==> config.mk <==
export PLATFORM = sky130hd
export DESIGN_NAME = adam_pause_seq
export DESIGN_NICKNAME = d
export VERILOG_FILES = /design/src/rtl/adam_pause_seq.sv
export SDC_FILE = /design/constraint.sdc
export NUM_CORES = 1
export LEC_CHECK = 0
export BUFFER_PORTS_ARGS = -buffer_cell sky130_fd_sc_hd__buf_2
export CORE_UTILIZATION = 46
export CTS_CLUSTER_DIAMETER = 40
export CTS_CLUSTER_SIZE = 24
export DETAILED_ROUTE_END_ITERATION = 10
export GPL_TIMING_DRIVEN = 0
export PLACE_DENSITY = 0.7
export SLEW_MARGIN = 15
export SYNTH_ARGS = -nofsm -noshare
export SYNTH_HDL_FRONTEND = slang
export SYNTH_SLANG_ARGS = --single-unit
==> constraint.sdc <==
create_clock -name clk -period 1.9 [get_ports clk]
set_input_delay 0.38 -clock clk [delete_from_list [all_inputs] [get_ports clk]]
set_output_delay 0.38 -clock clk [all_outputs]
set_load 0.02 [all_outputs]
==> src/rtl/adam_pause_seq.sv <==
// adam_pause_seq: fans one upstream 4-phase pause handshake out to NO_TGTS
// downstream pause handshakes. Targets pause in ascending index order and
// resume in descending order. Only one target handshake is open at a time,
// so tgt_pause_req is always a thermometer code.
//
// Optional feature: define ADAM_PAUSE_SEQ_TIMEOUT_EN to build the per-step
// wait counter and the sticky timeout flag. Without it, timeout is tied to 0.
//
// Handshake rules, upstream and per target: req is a level. The receiver
// answers by driving ack to the same level. req changes only when ack
// already matches it, and it then holds until ack matches the new level.
module adam_pause_seq #(
    parameter  int NO_TGTS     = 4,
    parameter  int TIMEOUT_CYC = 1024,
    localparam int IDX_W       = (NO_TGTS > 1) ? $clog2(NO_TGTS) : 1
) (
    input  logic               clk,
    input  logic               rst,
    input  logic               pause_req,
    output logic               pause_ack,
    output logic [NO_TGTS-1:0] tgt_pause_req,
    input  logic [NO_TGTS-1:0] tgt_pause_ack,
    output logic               busy,
    output logic [IDX_W-1:0]   cur_idx,
    output logic               timeout,
    output logic [1:0]         state_dbg
);

    typedef enum logic [1:0] {
        RUN      = 2'd0,
        PAUSING  = 2'd1,
        PAUSED   = 2'd2,
        RESUMING = 2'd3
    } state_t;

    localparam logic [IDX_W-1:0] LAST_IDX = IDX_W'(NO_TGTS - 1);

    state_t             state_q, state_n;
    logic [IDX_W-1:0]   idx_q, idx_n;
    logic [NO_TGTS-1:0] req_q, req_n;
    logic               ack_q, ack_n;
    logic               busy_q, busy_n;
    logic               step_start;
    logic [IDX_W-1:0]   idx_inc, idx_dec;
    logic               ack_cur;

    assign idx_inc = idx_q + 1'b1;
    assign idx_dec = idx_q - 1'b1;
    assign ack_cur = tgt_pause_ack[idx_q];

    // State, index, request vector and handshake outputs are all registered.
    always_ff @(posedge clk or negedge rst) begin
        if (!rst) begin
            state_q <= RUN;
            idx_q   <= '0;
            req_q   <= '0;
            ack_q   <= 1'b0;
            busy_q  <= 1'b0;
        end else begin
            state_q <= state_n;
            idx_q   <= idx_n;
            req_q   <= req_n;
            ack_q   <= ack_n;
            busy_q  <= busy_n;
        end
    end

    // Next-state logic. A step completes only when the ack of the current
    // target matches its req, so a target handshake is never cut short.
    // Acks of the other targets are never looked at.
    always_comb begin
        state_n    = state_q;
        idx_n      = idx_q;
        req_n      = req_q;
        step_start = 1'b0;
        case (state_q)
            RUN: begin
                if (pause_req) begin
                    state_n    = PAUSING;
                    idx_n      = '0;
                    req_n[0]   = 1'b1;
                    step_start = 1'b1;
                end
            end
            PAUSING: begin
                if (ack_cur) begin
                    step_start = 1'b1;
                    if (!pause_req) begin
                        // Aborted pause: unwind only the targets 0..idx.
                        state_n       = RESUMING;
                        req_n[idx_q]  = 1'b0;
                    end else if (idx_q == LAST_IDX) begin
                        state_n = PAUSED;
                    end else if (req_q[idx_inc]) begin
                        // Upper targets never resumed; skip straight to PAUSED.
                        state_n = PAUSED;
                        idx_n   = LAST_IDX;
                    end else begin
                        idx_n          = idx_inc;
                        req_n[idx_inc] = 1'b1;
                    end
                end
            end
            PAUSED: begin
                if (!pause_req) begin
                    state_n         = RESUMING;
                    idx_n           = LAST_IDX;
                    req_n[LAST_IDX] = 1'b0;
                    step_start      = 1'b1;
                end
            end
            RESUMING: begin
                if (!ack_cur) begin
                    step_start = 1'b1;
                    if (pause_req) begin
                        // Aborted resume: re-pause from the target just resumed.
                        state_n      = PAUSING;
                        req_n[idx_q] = 1'b1;
                    end else if (idx_q == '0) begin
                        state_n = RUN;
                    end else begin
                        idx_n          = idx_dec;
                        req_n[idx_dec] = 1'b0;
                    end
                end
            end
            default: begin
                state_n = RUN;
                idx_n   = '0;
                req_n   = '0;
            end
        endcase
    end

    // Registered-output values derived from the next state.
    always_comb begin
        ack_n  = (state_n == PAUSED);
        busy_n = (state_n == PAUSING) || (state_n == RESUMING);
    end

`ifdef ADAM_PAUSE_SEQ_TIMEOUT_EN
    localparam int CNT_W = (TIMEOUT_CYC > 1) ? $clog2(TIMEOUT_CYC + 1) : 1;
    localparam logic [CNT_W-1:0] CNT_MAX  = CNT_W'(TIMEOUT_CYC);
    localparam logic [CNT_W-1:0] CNT_LAST = CNT_W'(TIMEOUT_CYC - 1);

    logic [CNT_W-1:0] cnt_q;
    logic             timeout_q;

    // Per-step wait counter, saturating; timeout latches when it saturates.
    always_ff @(posedge clk or negedge rst) begin
        if (!rst) begin
            cnt_q     <= '0;
            timeout_q <= 1'b0;
        end else if (step_start || !busy_q) begin
            cnt_q <= '0;
        end else if (cnt_q != CNT_MAX) begin
            cnt_q <= cnt_q + 1'b1;
            if (cnt_q == CNT_LAST) begin
                timeout_q <= 1'b1;
            end
        end
    end

    assign timeout = timeout_q;
`else
    wire unused_step_start = step_start;
    assign timeout = 1'b0;
`endif

    assign pause_ack     = ack_q;
    assign tgt_pause_req = req_q;
    assign busy          = busy_q;
    assign cur_idx       = idx_q;
    assign state_dbg     = state_q;

endmodule

# --- Word-level counts from Yosys, hierarchy flattened ---
# Cells that the tools add are included.
classes:
  order_cmp: 6
  mux: 42
  bitwise_logic: 6
  reduce_logical: 13
  addsub: 2
  eq_ne: 18
op_table:
  columns: ["operator", "count"]
  rows:
  - ["2-bit 2-to-1 mux", 18]
  - ["4-bit 2-to-1 mux", 7]
  - ["2-bit inequality test, second input constant", 8]
  - ["2-bit one-hot mux with 4 select lines", 2]
  - ["7-bit AND reduction", 2]
  - ["2-bit == test, second input constant", 5]
  - ["2-bit by 3-bit less-than comparator with 1-bit output, second input constant", 3]
  - ["3-bit inequality test, second input constant", 3]
  - ["4-bit AND", 2]
  - ["4-bit NOT", 2]
  - ["4-bit bitwise OR", 2]
  - ["8-bit AND reduction", 1]
  - ["1-bit 2-to-1 mux", 7]
  - ["1-bit demux with 2-bit select", 3]
  - ["2-bit by 1-bit >= comparator with 1-bit output, second input constant", 3]
  - ["1-bit one-hot mux with 3 select lines", 2]
  - ["6-bit AND reduction", 1]
  - ["3-bit nonzero test", 2]
  - ["1-bit binary-select mux with 2-bit select", 2]
  - ["2-bit by 1-bit == test with 1-bit output, second input constant", 2]
  - ["2-bit logical NOT", 2]
  - ["2-bit one-hot mux with 2 select lines", 1]
  - ["1-bit logical AND", 3]
  - ["2-bit by 1-bit adder with 2-bit output, second input constant", 1]
  - ["other kinds (3)", 3]
totals:
  elab_cells: 94
  ff_bits: 10
  out_inout_bits: 11

# --- Longest topological paths before layout ---
# Gate-level depths: netlist of the first run.
logic_depth:
  word_depth: 11
  ltp_mapped: 6
  ltp_nobuf: 6

# --- Worst setup path after synthesis of the first run ---
# No wires, ideal clock.
synth_path:
  path_kind: "register to register"
  startpoint: "register idx_q[0] (netlist: cur_idx[0])"
  endpoint: "register req_q[1] (netlist: tgt_pause_req[1])"
  arrival_ns: 2.008
  period_less_slack_ns: 2.132
  required_ns: 1.775
  path_slack_ns: -0.232
  path_stages_with_launch: 7
  setup_ns: 0.125
  path_cell_list: "dfrtp_1 > inv_1 > ha_1 > mux4_1 > o21ai_0 > a21o_1 > mux2_2"
synth_between:
  elab_chain_len: 11
synth_lines:
  columns: ["item", "line_no", "rtl"]
  rows:
  - ["from (decl)", "39", "logic [IDX_W-1:0] idx_q, idx_n;"]
  - ["from (signal assigned)", "61", "idx_q <= idx_n;"]
  - ["2-bit by 1-bit adder with 2-bit output / 2-bit by 1-bit subtractor with 2-bit output (equally long branches)", "47, 48", null]
  - ["2-bit by 3-bit less-than comparator with 1-bit output (not written as such), or another cell as far along", "100", "req_n[idx_inc] = 1'b1;"]
  - ["1-bit logical AND (on tied branches)", "100, 123", null]
  - ["1-bit 2-to-1 mux (on tied branches)", "100, 123", null]
  - ["1-bit demux with 2-bit select (on tied branches)", "100, 123", null]
  - ["4-bit bitwise OR (no line) / 4-bit NOT (equally long branches)", null, null]
  - ["4-bit 2-to-1 mux / 4-bit AND (equally long branches)", null, null]
  - ["4-bit 2-to-1 mux (on tied branches)", "92, 119", null]
  - ["4-bit 2-to-1 mux (on tied branches)", "88, 115", null]
  - ["4-bit 2-to-1 mux (on tied branches)", "86, 113", null]
  - ["2-bit one-hot mux with 2 select lines", "76", "case (state_q)"]
  - ["to (signal assigned)", "62", "req_q <= req_n;"]
  - ["to (decl)", "40", "logic [NO_TGTS-1:0] req_q, req_n;"]
# Parallel ways exist; a longest one is shown, timed or not. The select of a mux whose other input is x is not followed.
# A chain may end at the register's enable or synchronous reset.

# --- Final worst setup path of the first run ---
layout_path:
  startpoint: "register idx_q[0] (netlist: cur_idx[0])"
  endpoint: "register req_q[0] (netlist: tgt_pause_req[0])"
layout_between:
  elab_chain_len: 11
layout_lines:
  columns: ["item", "line_no"]
  rows:
  - ["2-bit by 1-bit adder with 2-bit output / 2-bit by 1-bit subtractor with 2-bit output (equally long branches)", "47, 48"]
  - ["2-bit by 3-bit less-than comparator with 1-bit output (not written as such), or another cell as far along", "100"]
  - ["1-bit logical AND (on tied branches)", "100, 123"]
  - ["1-bit 2-to-1 mux (on tied branches)", "100, 123"]
  - ["1-bit demux with 2-bit select (on tied branches)", "100, 123"]
  - ["4-bit bitwise OR (no line) / 4-bit NOT (equally long branches)", null]
  - ["4-bit 2-to-1 mux / 4-bit AND (equally long branches)", null]
  - ["4-bit 2-to-1 mux (on tied branches)", "92, 119"]
  - ["4-bit 2-to-1 mux (on tied branches)", "88, 115"]
  - ["4-bit 2-to-1 mux (on tied branches)", "86, 113"]
  - ["1-bit one-hot mux with 3 select lines", "76"]
# Parallel ways exist; a longest one is shown, timed or not. The select of a mux whose other input is x is not followed.

==> impl_metrics.toml, run 1 <==
[outcome]
status = "finished with violations"
violations = "negative setup slack"

[critical_path]
arrival_ps = 2060
critPathKind = "reg -> reg"
end_kind = "register"
reg2reg_slack_ps = -10
rr_worst_depth = 4
critical_path.startpoint_type = "register"
critical_path_depth = 4
path_max_fanout = 5
r2r_start = "cur_idx[0]$_DFFE_PN0P_"
cp-endpoint = "tgt_pause_req[0]$_DFFE_PN0P_"
startpoint = "cur_idx[0]$_DFFE_PN0P_"
path_cells = "mux4_2, and3_4, a21o_1, a221o_1"
cp_slowest_cell = "mux4_2"
slowest_delay_ps = 600
cpLargestDelayFamily = "multiplexers"
critPathRequiredTime_ps = 2050
rr_endpoint = "tgt_pause_req[0]$_DFFE_PN0P_"
worstPathBufferInverterCount = 0

[floorplanning]
initial_core_util = 0.500
die_w_um = 42.7
ios = 18
core_um2 = 1520
fp-row-count = 14
die_y_um = 42.7
die_area_um2 = 1820

[logic_synthesis]
ys.flop_type = "dfrtp_1"
synth_cells = 83
synth-edff-count = 0
netlist_area_um2 = 762
yosys_warnings = 0
ys_seq_area_frac = 0.296
avgSynthCellArea_um2 = 9.18
syn-num-nets = 94
synthDistinctLibCells = 36
ys_ff_latch = 9
async_flop_share = 1.00

[placement]
hpwl_mm = 1.35
place_area_um2 = 883
dp.cells = 115
gp_congestion = 0.854
portBuffers = 16
pre_cts_ws_ps = -127

[layout]
final_util = 0.648
nets = 122
n_antenna_cell = 0
layout-drive-gt1-share = 0.409
fill_cells = 124
syn_to_final_growth_pct = 29.6
instances_no_fill = 126
final_cell_area_um2 = 987

[timing]
finalSetupViolations = 3
fin_crit_ps = 1910
finalClockSkew_ps = 0.293
rsz0062_at_grt = "true"
fmax_mhz = 523
post-route-worst-setup-slack_ps = -13.4
hold_viol = 0
slew_viol_final = 0
timing.final.crit_share = 1.01

[route]
wl_per_cell_um = 15.5
antenna_left = 0
vias_per_cell = 6.28
wl_mm = 1.96
first_pass_iters = 5
first_iter_violations = 39
dr_total_vias = 791
drcViolationCount = 0

[clocking]
cts_inserted_buffers = 3
path_clk_slew_ps = 70
clockBufferDepth = 2
cts_tree = "done"
clock_sinks = 9
htree_levels = 1
clock_latency_ps = 260
clock-root-buffer = "clkbuf_4"

[grt]
grt_start_max_net_pins = 11
grt.total_usage = 0.235
antenna_found_initial = 0
grt_pass1_wl_mm = 3.20
grt_pass1_vias = 736
grt_overflow = 0

[pwr]
total_power_mw = 2.12
powerDensity_nw_per_um2 = 2150
leakage_nw = 0.444
peakVddDrop_mv = 1.18

[hold_path]
hp-class = "in -> async"

[flow_run]
maxCapViolCount = 0
## power breakdown
part	switching, mW	leakage, nW	internal, mW
registers	0.135	0.106	0.293
logic	0.788	0.324	0.747
clock network	0.0771	0.0150	0.0811
## state kept, by name, indices dropped and copies added (netlist names)
name / flops
state_dbg: 1
cur_idx: 2
busy: 1
pause_ack: 1
tgt_pause_req: 4
## through the flow
| stage | hold WS, ps | setup TNS, ps |
|---|---|---|
| 5_1_grt | 537 | -354 |
| 3_5_place_dp | 253 | -448 |
| 3_3_place_gp | 249 | -399 |
| 2_1_floorplan | 84.4 | -172 |
| 6_report | 496 | -23.6 |
| 4_1_cts | 502 | 0 |
## cells in the final DEF (no fill, tap or decap), types with 4 or more instances in the layout
master	count
a21oi_1	7
buf_2	16
buf_4	9
dfrtp_1	7
inv_1	7
nor2_1	4
o21ai_0	4
## worst reg2reg max path, delay by kind of cell (launching register included)
family	cells	cell delay (ps)
AOI/OAI and AO/OA	2	570
DFF	1	410
muxes	1	600
and+or+nand+nor	1	230
## cell type report
type	count	area, µm²	share of cell area
flip-flops and latches	9	228	0.231
clock buffers	4	26.3	0.0266
well taps	16	20.0	0.0203
plain buffers	4	22.5	0.0228
inverters	8	30.0	0.0304
repair buffers	24	143	0.144
multi-input cells	61	518	0.525
## logic make-up after synthesis
| logic type | Yosys count | synth area share |
|---|---|---|
| buffers and inverters | 13 | 0.0739 |
| flip-flops | 9 | 0.296 |
| XOR/XNOR | 1 | 0.0115 |
| AO/OA/AOI/OAI | 32 | 0.312 |
| other | 1 | 0.00492 |
| adder cells (fa/ha/maj) | 4 | 0.0657 |
| multiplexers | 6 | 0.123 |
| AND/OR/NAND/NOR | 17 | 0.113 |
## per-layer routing
| layer | up-vias | global-route usage | part of all wire |
|---|---|---|---|
| met3 | 8 | 0.0383 | 0.077 |
| met2 | 46 | 0.394 | 0.48 |
| met5 | - | 0 | 0 |
| met4 | 0 | 0.100 | 0.016 |
| met1 | 367 | 0.296 | 0.43 |
| li1 | 370 | - | - |
## worst min-delay path by stage
stage | start | end | cells after the start
after floorplan | rst | busy$_DFF_PN0_ | 0
after global placement | rst | tgt_pause_req[0]$_DFFE_PN0P_ | 1
after detailed placement | rst | tgt_pause_req[0]$_DFFE_PN0P_ | 1
after CTS | pause_req | busy$_DFF_PN0_ | 3
after global routing | rst | tgt_pause_req[1]$_DFFE_PN0P_ | 2
final | rst | tgt_pause_req[2]$_DFFE_PN0P_ | 2
## synthesized netlist by cell type, types with 3 or more instances
cell	n	area share
inv_1	8	0.039
nor2_1	4	0.020
a221oi_1	3	0.034
nor3_1	4	0.026
dfrtp_1	9	0.30
ha_1	4	0.066
clkbuf_1	3	0.015
a21oi_1	7	0.046
o21ai_0	6	0.039
mux2_2	4	0.059
## timing repair
item	in CTS	in global routing
setup endpoints to repair	5	6
buffers inserted	6	1
hold buffers	1	0
endpoints found under the hold margin	9	0
pin swaps	2	3
gates resized for setup	2	1
Power figures use the tool's default switching activity.
==> inputs of run 2 (changes only) <==
--- a/config.mk
+++ b/config.mk
@@ -10,7 +10,6 @@
 export CTS_CLUSTER_DIAMETER = 40
 export CTS_CLUSTER_SIZE = 24
 export DETAILED_ROUTE_END_ITERATION = 10
-export GPL_TIMING_DRIVEN = 0
 export PLACE_DENSITY = 0.7
 export SLEW_MARGIN = 15
 export SYNTH_ARGS = -nofsm -noshare
==> run 2 against run 1 <==
- the run still ends with negative setup slack left
- total power grew 16%
- design area rose by 10%
- global-route usage rose by 1.7 points
- via count is 4.7% higher
- core utilization increased by 6.7 points
- combinational power up 22%
- wire length rose by 8.6%
- count of clock-buffer cells in the layout unchanged
- critical path depth stayed put
- sequential share of layout area decreased by 2.2 points
- critical path type unchanged
- critical endpoint unchanged
- largest cell class unchanged
==> impl_metrics.toml, run 2 (synthesis gave the netlist of run 1 again) <==
[outcome]
violations = "negative setup slack"
status = "finished with violations"

[timing]
fmax_mhz = 526
finalSetupViolations = 2
finalClockSkew_ps = 5.31
post-route-worst-setup-slack_ps = -2.90
timing.final.crit_share = 1.00
fin_crit_ps = 1900
hold_viol = 0
slew_viol_final = 0
hold_ws_ps = 480
rsz0062_at_grt = "true"

[pwr]
p_seq_frac = 0.165
power_frac_comb = 0.769
total_power_mw = 2.45
powerDensity_nw_per_um2 = 2250
clkPwrFrac = 0.067
peakVddDrop_mv = 1.31
sw_frac_of_total = 0.449
leakage_nw = 0.502
p_int_mw = 1.35
switching_power_mw = 1.10

[critical_path]
path_max_fanout = 6
end_kind = "register"
critPathKind = "reg -> reg"
reg2reg_slack_ps = -3
rr_worst_depth = 4
arrival_ps = 2070
critPathRequiredTime_ps = 2070
critical_path.startpoint_type = "register"
slowest_delay_ps = 590
path_cells = "mux4_2, and3_4, a21o_1, a221o_1"
rr_endpoint = "tgt_pause_req[0]$_DFFE_PN0P_"
r2r_start = "cur_idx[0]$_DFFE_PN0P_"
cp_slowest_cell = "mux4_2"

[grt]
grt.total_usage = 0.252
antenna_found_initial = 0
grt_overflow = 0
grt_start_max_net_pins = 15
grt_pass1_wl_mm = 3.36
grt_pass1_vias = 734

[clocking]
clock_sinks = 9
clockBufferDepth = 2
path_clk_slew_ps = 70
cts_inserted_buffers = 3
clock-root-buffer = "clkbuf_4"
cts_tree = "done"
clock_latency_ps = 280
htree_levels = 1

[layout]
largest_reg_flops = 4
syn_to_final_growth_pct = 43.0
final_cell_area_um2 = 1090
layout-drive-gt1-share = 0.492
n_antenna_cell = 0
nets = 130
final_cell_mix = "17 x buf_4, 16 x buf_2, 7 x inv_1, 7 x a21oi_1, 7 x dfrtp_1"
instances_no_fill = 134
final_common_cell = "buf_4"

[placement]
gp_congestion = 0.857
place_area_um2 = 962
portBuffers = 16
hpwl_mm = 1.46
dp.cells = 124
pre_cts_ws_ps = -74.2

[floorplanning]
ios = 18
die_y_um = 42.7
fp-row-count = 14
core_um2 = 1520
die_w_um = 42.7
die_area_um2 = 1820
initial_core_util = 0.500

[flow_run]
maxCapViolCount = 0

[route]
wl_mm = 2.12
drcViolationCount = 0
first_iter_violations = 61
wl_per_cell_um = 15.9
antenna_left = 0
first_pass_iters = 5
dr_total_vias = 828
vias_per_cell = 6.18

[hold_path]
hp-class = "in -> async"
[run 2: area by class of cell]
| cell class | instances | area, µm² |
|---|---|---|
| Sequential cell | 9 | 228 |
| Fill cell | 118 | 434 |
| Multi-Input combinational cell | 61 | 546 |
| Inverter | 8 | 30.0 |
| Tap cell | 16 | 20.0 |
| Timing Repair Buffer | 36 | 240 |
| Clock buffer | 4 | 26.3 |
[run 2: power by group through the flow]
stage          logic [mW]  clock network, mW  registers [mW]
3_5_place_dp         1.55                  0           0.404
6_report             1.88              0.164           0.403
4_1_cts              1.72              0.164           0.403
2_1_floorplan       0.927                  0           0.517
5_1_grt              2.00              0.168           0.419
3_3_place_gp         1.53                  0           0.399
[run 2: routing by layer]
layer  up-vias  routed length, µm  global-route usage
met3         5                165              0.0383
met2        55               1010               0.355
met1       386                898               0.361
met5         -                  0                   0
li1        382                  -                   -
met4         0                 53               0.150
[run 2: critical path: cells and delay by family, from the launching register on]
family	cells	cell delay (ps)
DFF	1	440
muxes	1	590
and+or+nand+nor	1	220
AOI/OAI and AO/OA	2	550
[run 2: how the worst max path moves through the flow]
stage	to	start	slack, ps
6_report	tgt_pause_req[0]$_DFFE_PN0P_	cur_idx[0]$_DFFE_PN0P_	-3
5_1_grt	tgt_pause_req[1]$_DFFE_PN0P_	cur_idx[0]$_DFFE_PN0P_	-90
4_1_cts	tgt_pause_req[2]$_DFFE_PN0P_	cur_idx[0]$_DFFE_PN0P_	-30
3_5_place_dp	tgt_pause_req[2]$_DFFE_PN0P_	cur_idx[0]$_DFFE_PN0P_	-70
3_3_place_gp	tgt_pause_req[1]$_DFFE_PN0P_	cur_idx[0]$_DFFE_PN0P_	-70
2_1_floorplan	tgt_pause_req[1]$_DFFE_PN0P_	cur_idx[0]$_DFFE_PN0P_	-50
[run 2: through the flow]
stage	setup TNS [ps]	util
global placement	-132	0.631
CTS	-50.3	0.686
detailed placement	-170	0.631
finish	-4.50	0.715
floorplan	-172	-
global route	-397	0.715
[run 2: timing repair]
action / in CTS / in global routing
hold buffers: 1 / 0
hold endpoints to repair: 9 / 0
endpoints found under the setup margin: 4 / 9
setup buffers: 3 / 2
pin swaps: 2 / 3
resized for setup: 5 / 5
==> inputs of run 3 (changes only) <==
--- a/config.mk
+++ b/config.mk
@@ -6,7 +6,9 @@
 export NUM_CORES = 1
 export LEC_CHECK = 0
 export BUFFER_PORTS_ARGS = -buffer_cell sky130_fd_sc_hd__buf_2
-export CORE_UTILIZATION = 46
+export CELL_PAD_IN_SITES_DETAIL_PLACEMENT = 1
+export CELL_PAD_IN_SITES_GLOBAL_PLACEMENT = 2
+export CORE_UTILIZATION = 28
 export CTS_CLUSTER_DIAMETER = 40
 export CTS_CLUSTER_SIZE = 24
 export DETAILED_ROUTE_END_ITERATION = 10
==> run 3 against run 2 <==
- the flow still finishes with violations (negative setup slack)
- wire length is 23% higher
- sequential cell count stayed put
- count of clock-buffer cells in the layout stayed put
- via count is 1.6% higher
- clock power hardly changed
- clock skew is 1.8 ps lower
- combinational power is 3% higher
- die area is 61% higher
- total power is 2.4% higher
- largest cell class unchanged
==> impl_metrics.toml, run 3 (synthesis gave the netlist of run 1 again) <==
[clocking]
clockBufferDepth = 2
clock-root-buffer = "clkbuf_4"
path_clk_slew_ps = 70
cts_tree = "done"
clock_sinks = 9
htree_levels = 1
clock_latency_ps = 280
cts_inserted_buffers = 3

[timing]
post-route-worst-setup-slack_ps = -2.37
fmax_mhz = 526
rsz0062_at_grt = "true"
hold_viol = 0
finalClockSkew_ps = 3.52
hold_ws_ps = 488
slew_viol_final = 0
timing.final.crit_share = 1.00
finalSetupViolations = 1
fin_crit_ps = 1900

[pwr]
switching_power_mw = 1.14
sw_frac_of_total = 0.453
peakVddDrop_mv = 0.947
power_frac_comb = 0.772
p_int_mw = 1.37
powerDensity_nw_per_um2 = 2200
p_seq_frac = 0.164
leakage_nw = 0.523
clkPwrFrac = 0.064

[outcome]
violations = "negative setup slack"
status = "finished with violations"

[floorplanning]
ios = 18
core_um2 = 2520
initial_core_util = 0.302
die_y_um = 54.2
die_w_um = 54.2
die_area_um2 = 2930
fp-row-count = 18

[route]
dr_total_vias = 841
wl_per_cell_um = 17.0
first_pass_iters = 4
antenna_left = 0
drcViolationCount = 0
wl_mm = 2.62
first_iter_violations = 7
vias_per_cell = 5.46

[placement]
dp.cells = 141
pre_cts_ws_ps = -115
portBuffers = 16
place_area_um2 = 1000
gp_congestion = 0.817
hpwl_mm = 1.92

[grt]
antenna_found_initial = 0
grt.total_usage = 0.204
grt_start_max_net_pins = 15
grt_overflow = 0
grt_pass1_vias = 922
grt_pass1_wl_mm = 4.23

[critical_path]
path_max_fanout = 4
path_cells = "mux4_2, nor3_2, buf_4, a211oi_2, mux2_4"
startpoint = "cur_idx[0]$_DFFE_PN0P_"
end_kind = "register"
critical_path.startpoint_type = "register"
slowest_delay_ps = 570
critPathRequiredTime_ps = 2070
critPathKind = "reg -> reg"
r2r_start = "cur_idx[0]$_DFFE_PN0P_"
arrival_ps = 2070
cp_slowest_cell = "mux4_2"

[layout]
final_cell_area_um2 = 1140
final_cell_mix = "24 x buf_4, 16 x buf_2, 7 x inv_1, 7 x a21oi_1, 7 x dfrtp_1"
final_common_cell = "buf_4"
syn_to_final_growth_pct = 49.6
fill_cells = 310
nets = 136
n_antenna_cell = 0
layout-drive-gt1-share = 0.508
instances_no_fill = 154
final_util = 0.452
largest_reg_flops = 4

[hold_path]
hp-class = "in -> async"

[flow_run]
maxCapViolCount = 0
## run 3: critical path: cells and delay by family (launching register included)
kind,cells,cell delay (ps)
buf+inv,1,160
flops,1,420
compound gates,1,40
simple gates,1,300
mux,2,870
## run 3: timing repair
action	4_1_cts	5_1_grt
cloned	0	0
hold endpoints to repair	9	0
resized for setup	4	4
buffers inserted	5	3
pin swaps	2	4
endpoints found under the setup margin	6	7
hold buffers	1	0
## run 3: final cells by class
cell class              instances  area, µm²  area share
multi-input cells              61        537       0.471
clock buffers                   4       26.3      0.0231
flip-flops and latches          9        228       0.200
well taps                      30       37.5      0.0329
inverters                       8       30.0      0.0263
repair buffers                 42        282       0.247
## run 3: metal layers
layer	track usage	vias up	share of wire
met4	0.0256	0	0.013
met2	0.366	26	0.52
li1	-	397	-
met5	0	-	0
met3	0.0706	6	0.048
met1	0.236	412	0.42
## run 3: path summary, 6_finish.rpt
path / endpoint / slack (ps) / cells past startpoint
worst max-delay path: tgt_pause_req[3]$_DFFE_PN0P_ / -2 / 5
worst min-delay path: tgt_pause_req[1]$_DFFE_PN0P_ / 490 / 2
worst max register to register: tgt_pause_req[3]$_DFFE_PN0P_ / -2 / 5
worst min register to register: cur_idx[1]$_DFFE_PN0P_ / 640 / 2
max in group asynchronous: cur_idx[0]$_DFFE_PN0P_ / 1200 / 2
min in group clk: busy$_DFF_PN0_ / 550 / 3
## run 3: per-stage QoR
stage                     total power, mW  setup TNS, ps
after floorplan                      1.44           -172
after global placement               2.02           -212
after detailed placement             2.05           -272
after CTS                            2.41           -123
after global routing                 2.72           -181
final                                2.51          -2.37
## run 3: power by group through the flow
stage / sequential, mW / clock [mW] / combinational (mW)
floorplan: 0.517 / 0 / 0.927
global placement: 0.415 / 0 / 1.60
detailed placement: 0.420 / 0 / 1.63
CTS: 0.415 / 0.168 / 1.83
global route: 0.432 / 0.175 / 2.11
finish: 0.411 / 0.162 / 1.94
